<file path="src/rtl/mem_arbiter.sv">
`default_nettype none
// ============================================================================
//  Module   : mem_arbiter
//  Brief    : Arbitrates an instruction-fetch port and a load/store port onto
//             one shared single-port memory. Round-robin on contention, one
//             transaction at a time, with a wait-counter timeout.
//  Revision : 1.0 - initial release
// ============================================================================
module mem_arbiter (
    input  logic        clk,
    input  logic        reset,
    input  logic        iReq,
    input  logic [31:0] iAddr,
    output logic [31:0] iRdata,
    output logic        iAck,
    input  logic        dReq,
    input  logic        dWe,
    input  logic [31:0] dAddr,
    input  logic [31:0] dWdata,
    input  logic [3:0]  dStrobe,
    output logic [31:0] dRdata,
    output logic        dAck,
    output logic        err,
    output logic        memReq,
    output logic        memWe,
    output logic [31:0] memAddr,
    output logic [31:0] memWdata,
    output logic [3:0]  memStrobe,
    input  logic        memReady,
    input  logic [31:0] memRdata
);

    typedef enum logic [1:0] {
        IDLE    = 2'd0,
        GRANT_I = 2'd1,
        GRANT_D = 2'd2,
        RESP    = 2'd3
    } state_t;

    localparam logic [3:0] C_WAIT_MAX = 4'd15;

    state_t      r_state;
    state_t      w_next;
    logic        w_pick_d;      // IDLE arbitration result: 1 = data side wins
    logic        r_last_grant;  // 1 = data side was granted last, 0 = fetch
    logic [3:0]  r_wait;
    logic        r_timeout;
    logic [31:0] r_addr;
    logic        r_we;
    logic [31:0] r_wdata;
    logic [3:0]  r_strobe;
    logic [31:0] r_irdata;
    logic [31:0] r_drdata;

    // Next-state and arbitration decision; RESP never grants, it always
    // drops back to IDLE so a held request is re-arbitrated fairly.
    always_comb begin
        w_next   = r_state;
        w_pick_d = 1'b0;
        case (r_state)
            IDLE: begin
                // On contention the side not served last wins.
                w_pick_d = dReq && (!iReq || !r_last_grant);
                if (iReq || dReq) begin
                    w_next = w_pick_d ? GRANT_D : GRANT_I;
                end
            end
            GRANT_I, GRANT_D: begin
                if (memReady || (r_wait == C_WAIT_MAX)) begin
                    w_next = RESP;
                end
            end
            RESP:    w_next = IDLE;
            default: w_next = IDLE;
        endcase
    end

    // State register, request latching, wait counter and read-data capture.
    always_ff @(posedge clk) begin
        if (reset) begin
            r_state      <= IDLE;
            r_last_grant <= 1'b0;
            r_wait       <= 4'd0;
            r_timeout    <= 1'b0;
            r_addr       <= 32'd0;
            r_we         <= 1'b0;
            r_wdata      <= 32'd0;
            r_strobe     <= 4'd0;
            r_irdata     <= 32'd0;
            r_drdata     <= 32'd0;
        end else begin
            r_state <= w_next;
            case (r_state)
                IDLE: begin
                    if (w_next != IDLE) begin
                        r_last_grant <= w_pick_d;
                        r_wait       <= 4'd0;
                        r_timeout    <= 1'b0;
                        r_addr       <= w_pick_d ? dAddr : iAddr;
                        if (w_pick_d) begin
                            r_we     <= dWe;
                            r_wdata  <= dWdata;
                            r_strobe <= dStrobe;
                        end
                    end
                end
                GRANT_I, GRANT_D: begin
                    if (memReady) begin
                        // Stores complete without touching dRdata.
                        if (r_state == GRANT_I) begin
                            r_irdata <= memRdata;
                        end else if (!r_we) begin
                            r_drdata <= memRdata;
                        end
                    end else if (r_wait == C_WAIT_MAX) begin
                        r_timeout <= 1'b1;
                    end else begin
                        r_wait <= r_wait + 4'd1;
                    end
                end
                default: ;
            endcase
        end
    end

    // Memory side is driven only while a grant is active; address and write
    // data come from the latched copy so they stay stable if the requester
    // changes its inputs mid-transaction.
    assign memReq    = (r_state == GRANT_I) || (r_state == GRANT_D);
    assign memWe     = (r_state == GRANT_D) && r_we;
    assign memStrobe = (r_state == GRANT_I) ? 4'hF :
                       (r_state == GRANT_D) ? r_strobe : 4'h0;
    assign memAddr   = r_addr;
    assign memWdata  = r_wdata;

    // Completion pulses go to whichever side holds the current grant.
    assign iAck   = (r_state == RESP) && !r_last_grant;
    assign dAck   = (r_state == RESP) &&  r_last_grant;
    assign err    = (r_state == RESP) &&  r_timeout;
    assign iRdata = r_irdata;
    assign dRdata = r_drdata;

endmodule
`default_nettype wire

</file>
<file path="config.mk">
export PLATFORM = sky130hd
export DESIGN_NAME = mem_arbiter
export DESIGN_NICKNAME = d
export VERILOG_FILES = /design/src/rtl/mem_arbiter.sv
export SDC_FILE = /design/constraint.sdc
export NUM_CORES = 1
export LEC_CHECK = 0
export ABC_AREA = 1
export ABC_CLOCK_PERIOD_IN_PS = 1900
export CORE_ASPECT_RATIO = 0.5
export CORE_MARGIN = 5
export CORE_UTILIZATION = 24
export DETAILED_ROUTE_END_ITERATION = 8
export GPL_TIMING_DRIVEN = 0
export PLACE_DENSITY = 0.5
export SYNTH_ARGS = -nofsm -noshare
export SYNTH_HDL_FRONTEND = slang
export SYNTH_SLANG_ARGS = --single-unit
export TNS_END_PERCENT = 1
</file>
<file path="constraint.sdc">
create_clock -name clk -period 1.9 [get_ports clk]
set_clock_uncertainty 0.05 [all_clocks]
set_input_delay 0.285 -clock clk [delete_from_list [all_inputs] [get_ports clk]]
set_output_delay 0.285 -clock clk [all_outputs]
set_load 0.02 [all_outputs]
</file>
### Word level (Yosys, flattened, before mapping)

Cells that the tools add are included.

* add/sub/neg operators: 1
* eq/ne operators: 8
* muxes and demuxes: 16
* bitwise operators: 2
* reductions and logical operators: 21

Operators with widths (count)
* 32-bit 2-to-1 mux: 1
* 4-bit 2-to-1 mux: 5
* 4-bit AND reduction: 3
* 2-bit inequality test, second input constant: 4
* 4-bit one-hot mux with 2 select lines: 1
* 2-bit 2-to-1 mux: 3
* 2-bit one-hot mux with 3 select lines: 1
* 3-bit AND reduction: 2
* 1-bit logical AND: 5
* 4-bit by 1-bit adder with 4-bit output, second input constant: 1
* 2-bit == test, second input constant: 2
* 4-bit == test, second input constant: 1
* 1-bit logical OR: 4
* 1-bit 2-to-1 mux: 4
* 2-bit nonzero test: 2
* 2-bit by 1-bit == test with 1-bit output, second input constant: 1
* 1-bit zero test: 2
* 2-bit zero test: 1
* 1-bit NOT: 2
* 1-bit one-hot mux with 2 select lines: 1
* 2-bit AND reduction: 1
* 2-bit OR reduction: 1

* bits in registers: 141
* output and inout bits: 137
* logic and storage cells: 58

### Depth between registers and ports, before layout

Gate-level depths: netlist of run 1.

* depth after elaboration: 9
* depth in mapped cells: 12

### Worst setup path after synthesis of run 1

OpenSTA, ideal clock, no wires.

* kind: reg2reg
* start point: register r_state[0]
* end point: register r_addr[10] (netlist: memAddr[10])
* setup time: 0.116 ns
* data arrival time: 1.748 ns
* setup slack: -0.014 ns
* stages on the path, launching flop included: 13
* path buffers: 1
* cells stage by stage: dfxtp_1 > inv_1 > ha_1 > inv_2 > nor2_1 > nand2_1 > nand2_1 > nor2_2 > nor2_4 > inv_2 > buf_6 > nor2_1 > nor2_1

* longest elaborated chain between the ends: 5
* elaborated cells on any way between the ends: 12
* those cells by class: 3 x eq/ne; 5 x mux; 4 x reduce/logical

Ends and longest elaborated chain
* start: declaration: line 42 `state_t r_state;`
* start signal: assignment: line 92 `r_state <= w_next;`
* 2-bit by 1-bit == test with 1-bit output or 2-bit == test (tied branches): line 60 `case (r_state)`
* 2-bit OR reduction: line 60
* 2-bit one-hot mux with 3 select lines: line 60
* 2-bit nonzero test: line 95 `if (w_next != IDLE) begin`
* 2-bit AND reduction (no line)
* end signal: assignment: line 99 `r_addr <= w_pick_d ? dAddr : iAddr;`
* end: declaration: line 48 `logic [31:0] r_addr;`

Parallel ways exist; a longest one is shown, timed or not.
A chain may end at the register's enable or synchronous reset.

### Final worst setup path of run 1

* start point: register r_state[1]
* end point: output port memStrobe[3]

* longest elaborated chain between the ends: 3
* elaborated cells on any way between the ends: 4
* those cells by class: 2 x eq/ne; 2 x mux

Ends and longest elaborated chain
* 2-bit == test: line 132 `(r_state == GRANT_D) ? r_strobe : 4'h0;`
* 4-bit 2-to-1 mux: line 132
* 4-bit 2-to-1 mux *: line 131 `assign memStrobe = (r_state == GRANT_I) ? 4'hF :`
* end: declaration: line 28 `output logic [3:0] memStrobe,`

Mark *: on every way between the ends. The rest lies on a longest branch, timed or not.

==> impl_metrics.tcl, run 1 <==
set metrics [dict create \
    status "finished clean" \
    grt_max_degree 17 \
    hold_viol 0 \
    die_x_um 225 \
    crit_fanout 4 \
    cts.path.max_buffers 2 \
    synth_top_area_share_pct 50.8 \
    wirelength_um 20700 \
    ir_drop_mv 0.508 \
    tightest_slew_ps 505 \
    grt_pass1_wl_um 32100 \
    vias 5625 \
    core_area_um2 22800 \
    synth_cell_types 23 \
    die_h_um 118 \
    clock-root-buffer "clkbuf_16" \
    cap_violations 0 \
    syn_nets 849 \
    syn_inst 706 \
    hpwl_um 16100 \
    crit_required_ps 1560 \
    syn_area_per_cell_um2 7.87 \
    wl_per_cell_um 15.6 \
    cp.arrival_ps 1530 \
    post_dp_cell_area_um2 8690 \
    num_io_pins 275 \
    io_buffers 274 \
    fin_crit_sh_pct 98.2 \
    layout_min_cycle_time_ps 1870 \
    syn_area_um2 5560 \
    finalSetupTns_ps 0 \
    fin_util_pct 41.4 \
    max_freq_ghz 0.536 \
    crit_slowest_cell "dfxtp_2" \
    p_per_area_nw_per_um2 1080 \
    antenna_left 0 \
    cts_inserted_buffers 17 \
    clock-sinks 141 \
    dieArea_um2 26500 \
    clkTransAtPathRegs_ps 60 \
    row_count 39 \
    path_delay_family "buffers and inverters" \
    yosysWarnings 0 \
    ys_top_cells_by_area "dfxtp_1 (51%), nor2_1 (13%), o21ai_0 (12%)" \
    critPathMaxStageDelay_ps 330 \
    synth_seq_cells 141 \
    fin_nets 1148 \
    finalSetupViolations 0 \
    grt.overflow.total 0 \
    ys_seq_area_share_pct 50.8 \
    worst-path-buf-inv 3 \
    start_util_pct 24.4 \
    syn_to_final_growth_pct 69.5 \
    leakagePower_nw 3.75 \
    gp_congestion 0.832 \
    cts.htree.levels 4 \
    route.detailed.drc 0 \
    antenna_found_initial 1 \
    viasPerCell 4.25 \
    drtIter0Drc 300 \
    clock_latency_ps 420 \
    hp-class "reg -> reg" \
    finalMaxSlewViolations 0 \
    grt_setup_unrepaired "yes" \
    cts_tree "yes" \
    cp-end-kind "output pin" \
    drive_above_1_share_pct 13.4 \
    grt_pass1_vias 5646 \
    path_cells "inv_2 > ha_1 > inv_1 > o21ai_0 > clkbuf_2" \
    grtUsageTotal_pct 15.3 \
    drtPass1Iterations 4 \
    path_class "reg -> out" \
    synth_top_cell_by_area "dfxtp_1" \
    final_cell_area_um2 9430 \
    cp-start-kind "flip-flop" \
    max_slew_margin_pct 66.3 \
]
power by group:
group | switching [mW] | internal, mW | total (mW)
combinational | 1.65 | 1.44 | 3.09
sequential | 0.224 | 3.39 | 3.61
clock | 1.29 | 2.21 | 3.49
total | 3.16 | 7.03 | 10.2
layout by cell type (no fill, tap or decap), types with 2 or more instances in the layout:
cell	count
clkbuf_8	2
nand3_1	5
a21oi_1	42
ha_1	4
clkbuf_2	16
nor2_4	2
clkinv_2	4
clkbuf_4	3
nor2_2	15
nand2_1	22
clkbuf_16	17
clkbuf_1	16
nor2_1	192
o21ai_1	6
clkdlybuf4s50_1	265
inv_2	6
dfxtp_2	2
inv_1	51
buf_6	3
clkinvlp_4	3
buf_2	4
mux2_2	32
dfxtp_1	138
bufinv_16	4
o21ai_0	133
buf_4	12
dlygate4sd2_1	3
nand2_2	4
final cells by class:
cell class	count	area [µm²]
Clock inverter	12	171
Antenna cell	1	2.50
Clock buffer	18	439
Fill cell	2300	13400
Tap cell	307	384
Buffer	43	243
Timing Repair Buffer	281	2770
Inverter	58	220
Multi-Input combinational cell	463	2370
Sequential cell	141	2830
worst reg2reg max path, stage by stage (launching register included):
cell and delay, ps:
dfxtp_4 360, inv_2 60, ha_4 280, inv_2 70, nor2_4 90, nand2_1 80
nand2_1 90, nor2_2 60, nor2_4 220, inv_4 90, buf_6 160, nor2_1 90
nor2_1 50
layer usage:
layer / global-route usage (%) / up-vias / routed length (µm)
li1: - / 2872 / -
met1: 18.2 / 2642 / 8960
met2: 27.3 / 88 / 10600
met3: 3.41 / 23 / 746
met4: 4.84 / 0 / 369
met5: 0 / - / 0
cells by family after synthesis:
family | Yosys count | synth area share (%)
flip-flops | 141 | 50.8
multiplexers | 32 | 6.48
buffers and inverters | 102 | 7.52
XOR/XNOR | 1 | 0.158
adder cells (fa/ha/maj) | 5 | 1.13
AND/OR/NAND/NOR | 244 | 17.6
AO/OA/AOI/OAI | 181 | 16.3
synth_stat cells:
| library cell | count |
|---|---|
| dfxtp_1 | 141 |
| nand3_1 | 5 |
| mux2_2 | 32 |
| inv_1 | 55 |
| o21ai_0 | 133 |
| nand4_1 | 1 |
| nand3_2 | 2 |
| nor3_2 | 1 |
| xnor2_1 | 1 |
| clkbuf_2 | 3 |
| ha_1 | 5 |
| clkbuf_1 | 33 |
| a21oi_1 | 42 |
| buf_4 | 1 |
| nor2_4 | 1 |
| nand2_2 | 3 |
| nand2_1 | 23 |
| nor2_1 | 199 |
| buf_2 | 4 |
| inv_2 | 3 |
| nor2_2 | 9 |
| o21ai_1 | 6 |
| buf_6 | 3 |
metrics by stage:
step           instances  worst slack (ps)  hold slack (ps)  total power [mW]
6_report            1324              34.0              394              10.2
5_1_grt             1324              -104              410              10.7
4_1_cts             1319              -176              389              10.3
3_5_place_dp        1287              -496              387              6.69
3_3_place_gp        1287              -495              384              6.67
2_1_floorplan        706              44.9              304              5.20
state kept, by name, summed over array words and instances (netlist names):
| name | cells |
|---|---|
| r_state | 2 |
| r_wait | 4 |
| iRdata | 32 |
| r_we | 1 |
| dRdata | 32 |
| memWdata | 32 |
| r_last_grant | 1 |
| r_strobe | 4 |
| memAddr | 32 |
| r_timeout | 1 |
worst paths after layout:
check / start / end / depth (start not counted) / slack [ps]
max reg2reg: r_state[0] / memAddr[15] / 12 / 60
min: memWdata[29] / memWdata[29] / 2 / 390
max: r_state[1] / memStrobe[3] / 5 / 30
min reg2reg: memWdata[29] / memWdata[29] / 2 / 390
repair_timing:
action | CTS | global route
pin swaps | 1 | 2
resized for setup | 40 | 35
buffers inserted | 3 | 4
endpoints found under the setup margin | 125 | 139
hold buffers | 0 | 0
No activity file was read; power rests on OpenSTA's default activity.
==> inputs of run 2 (changes only) <==
- CORE_UTILIZATION: 24 -> 40
- HOLD_SLACK_MARGIN: default -> 0.12
- PLACE_DENSITY: 0.5 -> 0.78
==> impl_metrics.tcl, run 2 (synthesis results as in run 1) <==
set metrics [dict create \
    final_cell_area_um2 9280 \
    io_buffers 274 \
    drtPass1Iterations 4 \
    setup.worst_path.end "memAddr[23]" \
    critPathMaxStageDelay_ps 370 \
    crit_required_ps 2140 \
    cp.arrival_ps 2110 \
    register_area_um2 2830 \
    grt_setup_unrepaired "yes" \
    route.detailed.drc 0 \
    vias 5693 \
    cts_tree "yes" \
    grt_pass1_wl_um 28600 \
    p_per_area_nw_per_um2 1100 \
    hp-class "reg -> reg" \
    dieArea_um2 16500 \
    cts.htree.levels 4 \
    core_area_um2 13600 \
    crit_path_start "r_state[0]" \
    instances_no_fill 1206 \
    ir_drop_mv 0.675 \
    fin_nets 1144 \
    crit_slowest_cell "dfxtp_4" \
    cts_inserted_buffers 17 \
    cap_violations 0 \
    syn_to_final_growth_pct 67.0 \
    crit_fanout 10 \
    met2_usage_pct 39.5 \
    multi_input_area_um2 2370 \
    max_freq_ghz 0.536 \
    r2r-start "r_state[0]" \
    worst-r2r-setup-slack_ps 30 \
    max_slew_margin_pct 67.0 \
    placedCellCount 1172 \
    path_class "reg -> reg" \
    viasPerCell 4.72 \
    r2r_end "memAddr[23]" \
    wl_per_cell_um 15.2 \
    post_dp_cell_area_um2 8540 \
    tightest_slew_ps 495 \
    finalSetupViolations 0 \
    fill_cells 1110 \
    drtIter0Drc 200 \
    met3_usage_pct 5.17 \
    die_x_um 177 \
    final_common_cell "clkdlybuf4s50_1" \
    grt.overflow.total 0 \
    cts.path.max_buffers 2 \
    drive_above_1_share_pct 12.5 \
    die_h_um 93.4 \
    finalMaxSlewViolations 0 \
    gr-usage-met1_pct 25.4 \
    clkTransAtPathRegs_ps 60 \
    hold_viol 0 \
    grtUsageTotal_pct 21.5 \
    status "finished clean" \
    grt_max_degree 17 \
    layout_min_cycle_time_ps 1870 \
    start_util_pct 40.9 \
    finalSetupTns_ps 0 \
    fin_crit_sh_pct 98.3 \
    cp-end-kind "flip-flop" \
    reg2regPathDepth 12 \
    hpwl_um 13900 \
    clock_latency_ps 400 \
    antenna_left 0 \
    gp_congestion 0.801 \
    antenna_found_initial 0 \
    grt_busiest_layer "met2" \
    n_antenna_cell 0 \
    path_cells "inv_2 > ha_4 > inv_4 > nor2_4 > nand2_1 > nand2_2 > nor2_2 > nor2_4 > inv_4 > buf_8 > nor2_1 > nor2_1" \
    cp-start-kind "flip-flop" \
    grt_pass1_vias 5555 \
    mostFrequentLayoutCells "clkdlybuf4s50_1 (265), nor2_1 (193), dfxtp_1 (139)" \
    row_count 30 \
    clock-sinks 141 \
    clock-root-buffer "clkbuf_16" \
    wirelength_um 18300 \
    ctsHoldBuffers 0 \
    leakagePower_nw 3.73 \
    num_io_pins 275 \
]
## run 2: final cells by class
class                           count  area share [%]
Timing Repair Buffer              276            29.5
Sequential cell                   141            30.5
Inverter                           58            2.40
Tap cell                          192            2.59
Clock inverter                     13            1.93
Buffer                             44            2.63
Multi-Input combinational cell    463            25.6
Clock buffer                       19            4.88
## run 2: routing by layer
| metal | vias to the layer above | routed length (µm) |
|---|---|---|
| li1 | 2867 | - |
| met1 | 2659 | 7430 |
| met2 | 142 | 9580 |
| met3 | 25 | 985 |
| met4 | 0 | 286 |
| met5 | - | 0 |
## run 2: repair_timing
action | CTS | global route
setup buffers | 1 | 1
endpoints found under the hold margin | 0 | 0
pin swaps | 1 | 3
endpoints found under the setup margin | 105 | 129
resized for setup | 40 | 40
## run 2: power by group
group	internal, mW	total (mW)	switching [mW]	leakage, nW
logic	1.43	3.04	1.61	2.26
clock network	2.17	3.52	1.35	0.307
registers	3.39	3.62	0.229	1.16
total	6.99	10.2	3.20	3.73
## run 2: through the flow
step / power [mW] / hold slack (ps) / utilization [%] / setup slack [ps]
floorplan: 5.20 / 304 / - / 44.9
global placement: 6.56 / 381 / 62.9 / -394
detailed placement: 6.62 / 387 / 62.9 / -475
CTS: 10.2 / 397 / 68.0 / -90.6
global route: 10.7 / 417 / 68.3 / -73.5
finish: 10.2 / 394 / 68.3 / 33.1
## run 2: critical path, delay by kind of cell (launching register included)
kind	cells	cell delay, ps
buf+inv	4	370
flops	1	370
fa+ha+maj	1	300
simple gates	7	660
## run 2: how the worst min path moves through the flow
stage | startpoint | to | cells past startpoint
after floorplan | reset | r_last_grant | 1
after global placement | memWdata[14] | memWdata[14] | 2
after detailed placement | memWdata[12] | memWdata[12] | 2
after CTS | memWdata[8] | memWdata[8] | 2
after global routing | memWdata[16] | memWdata[16] | 2
final | memWdata[11] | memWdata[11] | 2
